File: config.mk
export PLATFORM = sky130hd
export DESIGN_NAME = serial_hex_tx
export DESIGN_NICKNAME = d
export VERILOG_FILES = /design/src/rtl/serial_pkg.sv /design/src/rtl/uart_tx_byte.sv /design/src/rtl/serial_hex_tx.sv
export SDC_FILE = /design/constraint.sdc
export NUM_CORES = 1
export LEC_CHECK = 0
export CAP_MARGIN = 0
export CORE_MARGIN = 10
export CORE_UTILIZATION = 45
export CTS_CLUSTER_SIZE = 40
export DETAILED_ROUTE_END_ITERATION = 10
export GPL_ROUTABILITY_DRIVEN = 0
export PLACE_DENSITY_LB_ADDON = 0.15
export RECOVER_POWER = 100
export SLEW_MARGIN = 5
export SYNTH_ARGS = -nofsm -noshare
export SYNTH_HDL_FRONTEND = slang
export SYNTH_SLANG_ARGS = --single-unit
File: constraint.sdc
create_clock -name CLK -period 4.1 [get_ports CLK]
set_clock_uncertainty 0.2 [all_clocks]
set_input_delay 0.615 -clock CLK [delete_from_list [all_inputs] [get_ports CLK]]
set_output_delay 0.615 -clock CLK [all_outputs]
set_load 0.02 [all_outputs]
File: src/rtl/serial_pkg.sv
// Shared serial-line definitions: ASCII framing constants, hex encoding, baud divider
// and the bit-level FSM state encoding used by both transmitter and receiver.
package serial_pkg;

    localparam logic [7:0] ASCII_CR = 8'h0D;
    localparam logic [7:0] ASCII_LF = 8'h0A;

    typedef enum logic [2:0] {
        BitIdle,
        BitStart,
        BitData,
        BitParity,
        BitStop
    } bit_state_e;

    // Uppercase hex: 0-9 -> 0x30-0x39, A-F -> 0x41-0x46.
    function automatic logic [7:0] hex_ascii(input logic [3:0] nibble);
        if (nibble < 4'd10) begin
            return 8'h30 + {4'h0, nibble};
        end
        return 8'h37 + {4'h0, nibble};
    endfunction

    function automatic int unsigned baud_div(input int unsigned clk_freq,
                                             input int unsigned baud);
        return clk_freq / baud;
    endfunction

endpackage

File: src/rtl/uart_tx_byte.sv
// Single-byte UART transmitter: start, 8 data bits LSB first, optional even parity, stop.
// Define SERIAL_TX_PARITY_EN for 8E1 framing; default is 8N1.
module uart_tx_byte
    import serial_pkg::*;
#(
    parameter int unsigned DIV = 16
) (
    input  logic       clk,
    input  logic       reset,
    input  logic       enable,
    input  logic [7:0] data,
    input  logic       valid,
    output logic       ready,
    output logic       tx
);

    localparam int unsigned CW = (DIV > 1) ? $clog2(DIV) : 1;
    localparam logic [CW-1:0] CNT_MAX = CW'(DIV - 1);

    bit_state_e    state_q, state_d;
    logic [CW-1:0] cnt_q, cnt_d;
    logic [2:0]    bit_q, bit_d;
    logic [7:0]    data_q, data_d;
    logic          bit_end;

    assign bit_end = (cnt_q == CNT_MAX);

    always_comb begin
        state_d = state_q;
        cnt_d   = cnt_q;
        bit_d   = bit_q;
        data_d  = data_q;
        ready   = 1'b0;
        if (enable) begin
            if (state_q != BitIdle) begin
                cnt_d = bit_end ? '0 : cnt_q + 1'b1;
            end
            unique case (state_q)
                BitIdle: begin
                    ready = 1'b1;
                    if (valid) begin
                        data_d  = data;
                        state_d = BitStart;
                    end
                end
                BitStart: begin
                    if (bit_end) begin
                        bit_d   = 3'd0;
                        state_d = BitData;
                    end
                end
                BitData: begin
                    if (bit_end) begin
                        if (bit_q == 3'd7) begin
`ifdef SERIAL_TX_PARITY_EN
                            state_d = BitParity;
`else
                            state_d = BitStop;
`endif
                        end else begin
                            bit_d = bit_q + 3'd1;
                        end
                    end
                end
`ifdef SERIAL_TX_PARITY_EN
                BitParity: begin
                    if (bit_end) begin
                        state_d = BitStop;
                    end
                end
`endif
                BitStop: begin
                    // Last stop cycle doubles as a load slot so frames run back to back.
                    if (bit_end) begin
                        ready = 1'b1;
                        if (valid) begin
                            data_d  = data;
                            state_d = BitStart;
                        end else begin
                            state_d = BitIdle;
                        end
                    end
                end
                default: state_d = BitIdle;
            endcase
        end
    end

    always_comb begin
        tx = 1'b1;
        unique case (state_q)
            BitStart:  tx = 1'b0;
            BitData:   tx = data_q[bit_q];
            BitParity: tx = ^data_q;
            default:   tx = 1'b1;
        endcase
    end

    always_ff @(posedge clk) begin
        if (reset) begin
            state_q <= BitIdle;
            cnt_q   <= '0;
            bit_q   <= 3'd0;
            data_q  <= 8'h00;
        end else begin
            state_q <= state_d;
            cnt_q   <= cnt_d;
            bit_q   <= bit_d;
            data_q  <= data_d;
        end
    end

endmodule

File: src/rtl/serial_hex_tx.sv
// Sends a latched DATA_W-bit value as uppercase ASCII hex followed by CR LF over a UART line.
// Define SERIAL_TX_PARITY_EN to add an even-parity bit to every frame (8E1).
module serial_hex_tx
    import serial_pkg::*;
#(
    parameter int unsigned CLK_FREQ = 100_000_000,
    parameter int unsigned BAUD     = 9600,
    parameter int unsigned DATA_W   = 16
) (
    input  logic              CLK,
    input  logic              RESET,
    input  logic              ENABLE,
    input  logic [DATA_W-1:0] DATA_IN,
    input  logic              SEND,
    output logic              BUSY,
    output logic              TX
);

    localparam int unsigned NCHAR = DATA_W / 4;
    localparam int unsigned NMSG  = NCHAR + 2;
    localparam int unsigned DIV   = baud_div(CLK_FREQ, BAUD);
    localparam int unsigned IW    = $clog2(NMSG);
    localparam logic [IW-1:0] LAST_IDX = IW'(NMSG - 1);

    logic [DATA_W-1:0] payload_q, payload_d;
    logic [IW-1:0]     idx_q, idx_d;
    logic              busy_q, busy_d;
    logic              accept, more, step;
    logic              tx_valid, tx_ready;
    logic [7:0]        tx_byte;

    // Message position idx -> character: hex digits MSB first, then CR, then LF.
    function automatic logic [7:0] msg_char(input logic [IW-1:0] idx,
                                            input logic [DATA_W-1:0] value);
        int unsigned       i;
        logic [DATA_W-1:0] sh;
        i  = 32'(idx);
        sh = value << (4 * i);
        if (i < NCHAR) begin
            return hex_ascii(sh[DATA_W-1 -: 4]);
        end else if (i == NCHAR) begin
            return ASCII_CR;
        end
        return ASCII_LF;
    endfunction

    assign accept   = SEND & ENABLE & ~busy_q;
    assign more     = busy_q && (idx_q != LAST_IDX);
    assign step     = busy_q & tx_ready;
    assign tx_valid = accept | more;
    // The first character comes straight from DATA_IN so the start bit begins at N+1.
    assign tx_byte  = accept ? msg_char('0, DATA_IN) : msg_char(idx_q + 1'b1, payload_q);

    always_comb begin
        payload_d = payload_q;
        idx_d     = idx_q;
        busy_d    = busy_q;
        if (accept) begin
            payload_d = DATA_IN;
            idx_d     = '0;
            busy_d    = 1'b1;
        end else if (step) begin
            if (more) begin
                idx_d = idx_q + 1'b1;
            end else begin
                busy_d = 1'b0;
            end
        end
    end

    always_ff @(posedge CLK) begin
        if (RESET) begin
            payload_q <= '0;
            idx_q     <= '0;
            busy_q    <= 1'b0;
        end else begin
            payload_q <= payload_d;
            idx_q     <= idx_d;
            busy_q    <= busy_d;
        end
    end

    uart_tx_byte #(
        .DIV(DIV)
    ) u_tx (
        .clk   (CLK),
        .reset (RESET),
        .enable(ENABLE),
        .data  (tx_byte),
        .valid (tx_valid),
        .ready (tx_ready),
        .tx    (TX)
    );

    assign BUSY = busy_q;

endmodule

==> metrics.txt <==
Routed Antenna Nets=0; nets=350; Hold Path Class=register to register; cts bufs inserted=5; most frequent cell after synthesis=nand2_1; YS warnings=0; period utilization=81.4%; DP HPWL=4.08 mm; first-pass GRT wire length=9.74 mm; die width=95.5 um; Post-synth EDFFs=0; post-synthesis sequential area ratio=36.7%; core area=0.00551 sq mm; Worst path max stage delay=1130 ps; via density per instance=5.35; Arr. time, crit path=3370 ps; Avg Cell Area, Syn=8.33 sq um; Post-CTS Setup Repair Bufs=0; total track usage=13.1%; number of antenna diodes=0; Longest Clk Path Bufs=2; Worst-Margin Slew=1370 ps; DR WL/cell=14.1 um; total power divided by cell area=334 mW/mm^2; Clock Latency Late Sink=310 ps; Syn Std Cell Area=0.00257 sq mm; Slew headroom=8.07%; pre-CTS WS=942 ps; status=finished clean; die area=0.00912 sq mm; # DRC=0; cts hold-fix bufs=0; area leader, netlist=dfxtp_1; area grow syn2layout=11.6%; overall power=956 uW; H-tree levels=2; Setup violations, final=0; pin count of the biggest net entering global routing=24; Peak VDD IR=0.152 mV; Util after Layout=52.0%; post-layout minimum cycle time=3340 ps; Final WS setup=761 ps; max frequency=299 MHz; DR vias=2,113; placement row count=27; clock sink count=47; Pins Over Slew Limit=0; Leakage=0.00102 uW; FF+latch count, synth=47; post-CTS sizing=0; share of layout cells above drive strength 1=6.19%; Ports=22; final WL=5.58 mm; CP required=4130 ps; Gate Count Post-Synth=308; Synth cell types=57; crit path launch type=register; Final Hold Vio Count=0; initial drt markers=107; I/O Buffers=21; CP max stage cell=nor4_1; vias in the first global route=2,094; Setup TNS=0 ps; Die H=95.5 um; Synth top cells by count=nand2_1 (54), dfxtp_1 (47), a21oi_1 (32), nor2_1 (27), xnor2_1 (17); Yosys top cell area share=36.7%; WS Path Type=register to register; synthesized netlist net count=336; clk root buf=clkbuf_8; top post-synthesis cells by area=dfxtp_1 (37%), nand2_1 (7.9%), a21oi_1 (6.2%), xnor2_1 (5.8%), mux4_2 (4.4%); CTS tree=done; top_reg_cell synth=dfxtp_1; Crit. End Element=register; grt ovf=0; FFs w/ async S/R, synth=0%; Clk pin slew, worst setup/hold paths=90 ps; RSZ-0062 raised after global routing=false; # Max-Cap Violations=0; CP cell instances=or4b_1 -> nor4_1 -> o2111ai_1 -> or3_1 -> a21oi_1; DRT Pass-1 Iters=4; Worst Hold Slack=257 ps; antenna violations before repair=0; CP Max Fanout=7; initial core utilization=46.6%
flip-flops by register name, indices dropped and copies added (netlist names):
name / count
BUSY: 1
u_tx.state_q: 3
payload_q: 16
u_tx.cnt_q: 14
idx_q: 3
u_tx.bit_q: 3
u_tx.data_q: 7
critical path: cells and delay by family, from the launching register on:
family	cells	cell delay [ps]
and+or+nand+nor	3	2110
AOI/OAI and AO/OA	2	600
DFF	1	350
report_power, final:
part,total [uW],switching (uW),internal (uW)
registers,497,20.1,476
logic,167,85.8,81.5
clock network,293,170,122
final timing paths:
check                     start            end  slack [ps]  depth (start not counted)
setup / recovery  u_tx.cnt_q[9]  u_tx.bit_q[0]         760                          5
hold / removal     payload_q[2]   payload_q[2]         260                          2
setup reg to reg  u_tx.cnt_q[9]  u_tx.bit_q[0]         760                          5
hold reg to reg    payload_q[2]   payload_q[2]         260                          2
metrics by stage:
stage | area [sq um] | std cells
global placement | 2810 | 387
finish | 2860 | 395
global route | 2860 | 395
CTS | 2900 | 395
detailed placement | 2810 | 387
floorplan | 2570 | 308
placed cells by master, fill, tap and decap left out, types with 7 or more instances in the layout:
cell type and count:
nand2_1 54, clkdlybuf4s50_1 17, nor2_1 27, ha_1 8, a21oi_1 32, o21ai_0 7
dfxtp_1 47, inv_1 13, nor3_1 8, xnor2_1 17
kinds of logic (layout without fill, tap and decap cells):
kind of cell | count (synthesis) | count (layout) | share of synthesized area (%)
compound gates | 65 | 65 | 16.5
xor+xnor | 22 | 22 | 7.51
buf+inv | 30 | 45 | 5.02
flops | 47 | 47 | 36.7
fa+ha+maj | 8 | 8 | 3.90
mux | 10 | 10 | 6.34
simple gates | 126 | 126 | 24.0
final cells by class:
type,instances,area (sq um)
Inverter,13,48.8
Sequential cell,47,941
Clock inverter,3,25.0
Fill cell,532,2640
Tap cell,72,90.1
Multi-Input combinational cell,231,1460
Timing Repair Buffer,24,225
Clock buffer,5,68.8
metal layers:
metal,up-vias,wire length [um],track usage [%]
met2,29,2520,20.9
met3,7,220,3.14
met4,0,65,3.56
met1,986,2770,17.2
li1,1091,-,-
met5,-,0,0
Note: power is estimated with default switching activity, not from simulation.
==> edit, RTL diff (config.mk and constraints unchanged) <==
Take the reset off `data_q` and load it in a clocked block of its own.
--- a/src/rtl/uart_tx_byte.sv
+++ b/src/rtl/uart_tx_byte.sv
@@ -103,3 +103,2 @@
             bit_q   <= 3'd0;
-            data_q  <= 8'h00;
         end else begin
@@ -108,4 +107,7 @@
             bit_q   <= bit_d;
-            data_q  <= data_d;
         end
+    end
+
+    always_ff @(posedge clk) begin
+        data_q <= data_d;
     end
Check against the original RTL: no difference found for any inputs over 10 cycles, from zero or initial values and one cycle with RESET high; that may be too few to reach the edited logic, so the function may still have changed.
==> edit against the original RTL <==
Clock power grew 1%; maximum frequency rose by 4.8%; non-clock buffer count stayed put; largest cell class unchanged; sequential cell count unchanged; sequential power increased by 1%; synthesized area down 3.4%; final area decreased by 1.4%; sequential share of layout area rose by 2.9 points; setup slack better by 150 ps; critical endpoint is now u_tx.data_q[2]; power fell by 2.3%; largest power group unchanged; wire length is 8.7% lower.
==> edit: results (changes against the original RTL) <==
| Metric | Value |
|---|---|
| Outcome | `finished, final reports clean (unchanged)` |
| Drt wl/cell | `13.5 um (was 14.1 um)` |
| Vias in the first global route | `1955 (was 2094)` |
| Hold Crit Start | `payload_q[11] (was payload_q[2])` |
| Int Pwr | `0.000688 W (was 0.000680 W)` |
| Worst Setup SP | `ENABLE (was u_tx.cnt_q[9])` |
| Crit-path max cell delay | `780 ps (was 1130 ps)` |
| Synth unique cells | `45 (was 57)` |
| Seq/Total Area, Yosys | `0.408 (was 0.367)` |
| Top cells by area, synth | `dfxtp_1, edfxtp_1, nand2_1 (was dfxtp_1, nand2_1, a21oi_1)` |
| # nets final | `335 (was 350)` |
| Syn nets | `316 (was 336)` |
| Vias/cell | `5.29 (was 5.35)` |
| Setup crit end | `u_tx.data_q[2] (was u_tx.bit_q[0])` |
| Share of post-route cells with drive strength above 1 | `0.0617 (was 0.0619)` |
| HPWL Detailed | `3.64 mm (was 4.08 mm)` |
| Crit path DAT | `2920 ps (was 3370 ps)` |
| Starting DRT DRC Count | `85 (was 107)` |
| Post-Synth XOR/XNOR Area | `0.0813 (was 0.0751)` |
| Cell family with most CP delay | `buffers and inverters (was simple AND/OR/NAND/NOR gates)` |
| Gr usage total | `0.119 (was 0.131)` |
| CP max FO | `25 (was 7)` |
| Worst VDD drop | `0.000222 V (was 0.000152 V)` |
| Leakage | `1.00 nW (was 1.02 nW)` |
| Post-synth EDFFs | `7 (was 0)` |
-- edit: final cells by class --
class	count	area, um^2
multi-input cells	218	1360
clock buffers	6	82.6
inverters	11	41.3
fillers	509	2410
flip-flops and latches	47	1010
repair buffers	24	229
well taps	70	87.6
clock inverters	2	16.3
-- edit: power by group through the flow --
stage | Sequential, W | Clock (W) | Combinational, W
floorplan | 0.000507 | 0 | 0.0000963
global placement | 0.000512 | 0 | 0.000137
detailed placement | 0.000512 | 0 | 0.000139
CTS | 0.000502 | 0.000306 | 0.000139
global route | 0.000504 | 0.000321 | 0.000152
finish | 0.000502 | 0.000297 | 0.000136
-- edit: how the worst min path moves through the flow --
stage                         end  slack (ps)
global placement    payload_q[12]         240
floorplan            payload_q[4]         230
detailed placement  payload_q[11]         250
CTS                 payload_q[11]         260
global route         payload_q[2]         280
finish              payload_q[11]         260
-- edit: cells by family after synthesis --
logic type	count (synthesis)
flops	47
xor+xnor	23
simple gates	121
mux	9
compound gates	57
buf+inv	23
fa+ha+maj	8
-- edit: stage by stage --
stage,instance area [um^2],util,std cells
after floorplan,2480,-,288
after global placement,2750,0.526,370
after detailed placement,2750,0.526,370
after CTS,2850,0.544,378
after global routing,2820,0.539,378
final,2820,0.539,378
-- edit: worst register-to-register path, stage by stage (launching register included) --
cell and delay (ps):
dfxtp_1 360, or4b_2 670, nor4_1 820, o21ai_0 370
or4_1 580, nand2_1 60
-- edit: layer usage --
layer | vias to the layer above | global-route usage | routed length (um)
met5 | - | 0 | 0
li1 | 1039 | - | -
met3 | 5 | 0.0256 | 163
met4 | 0 | 0.0468 | 56
met1 | 930 | 0.149 | 2530
met2 | 27 | 0.193 | 2350
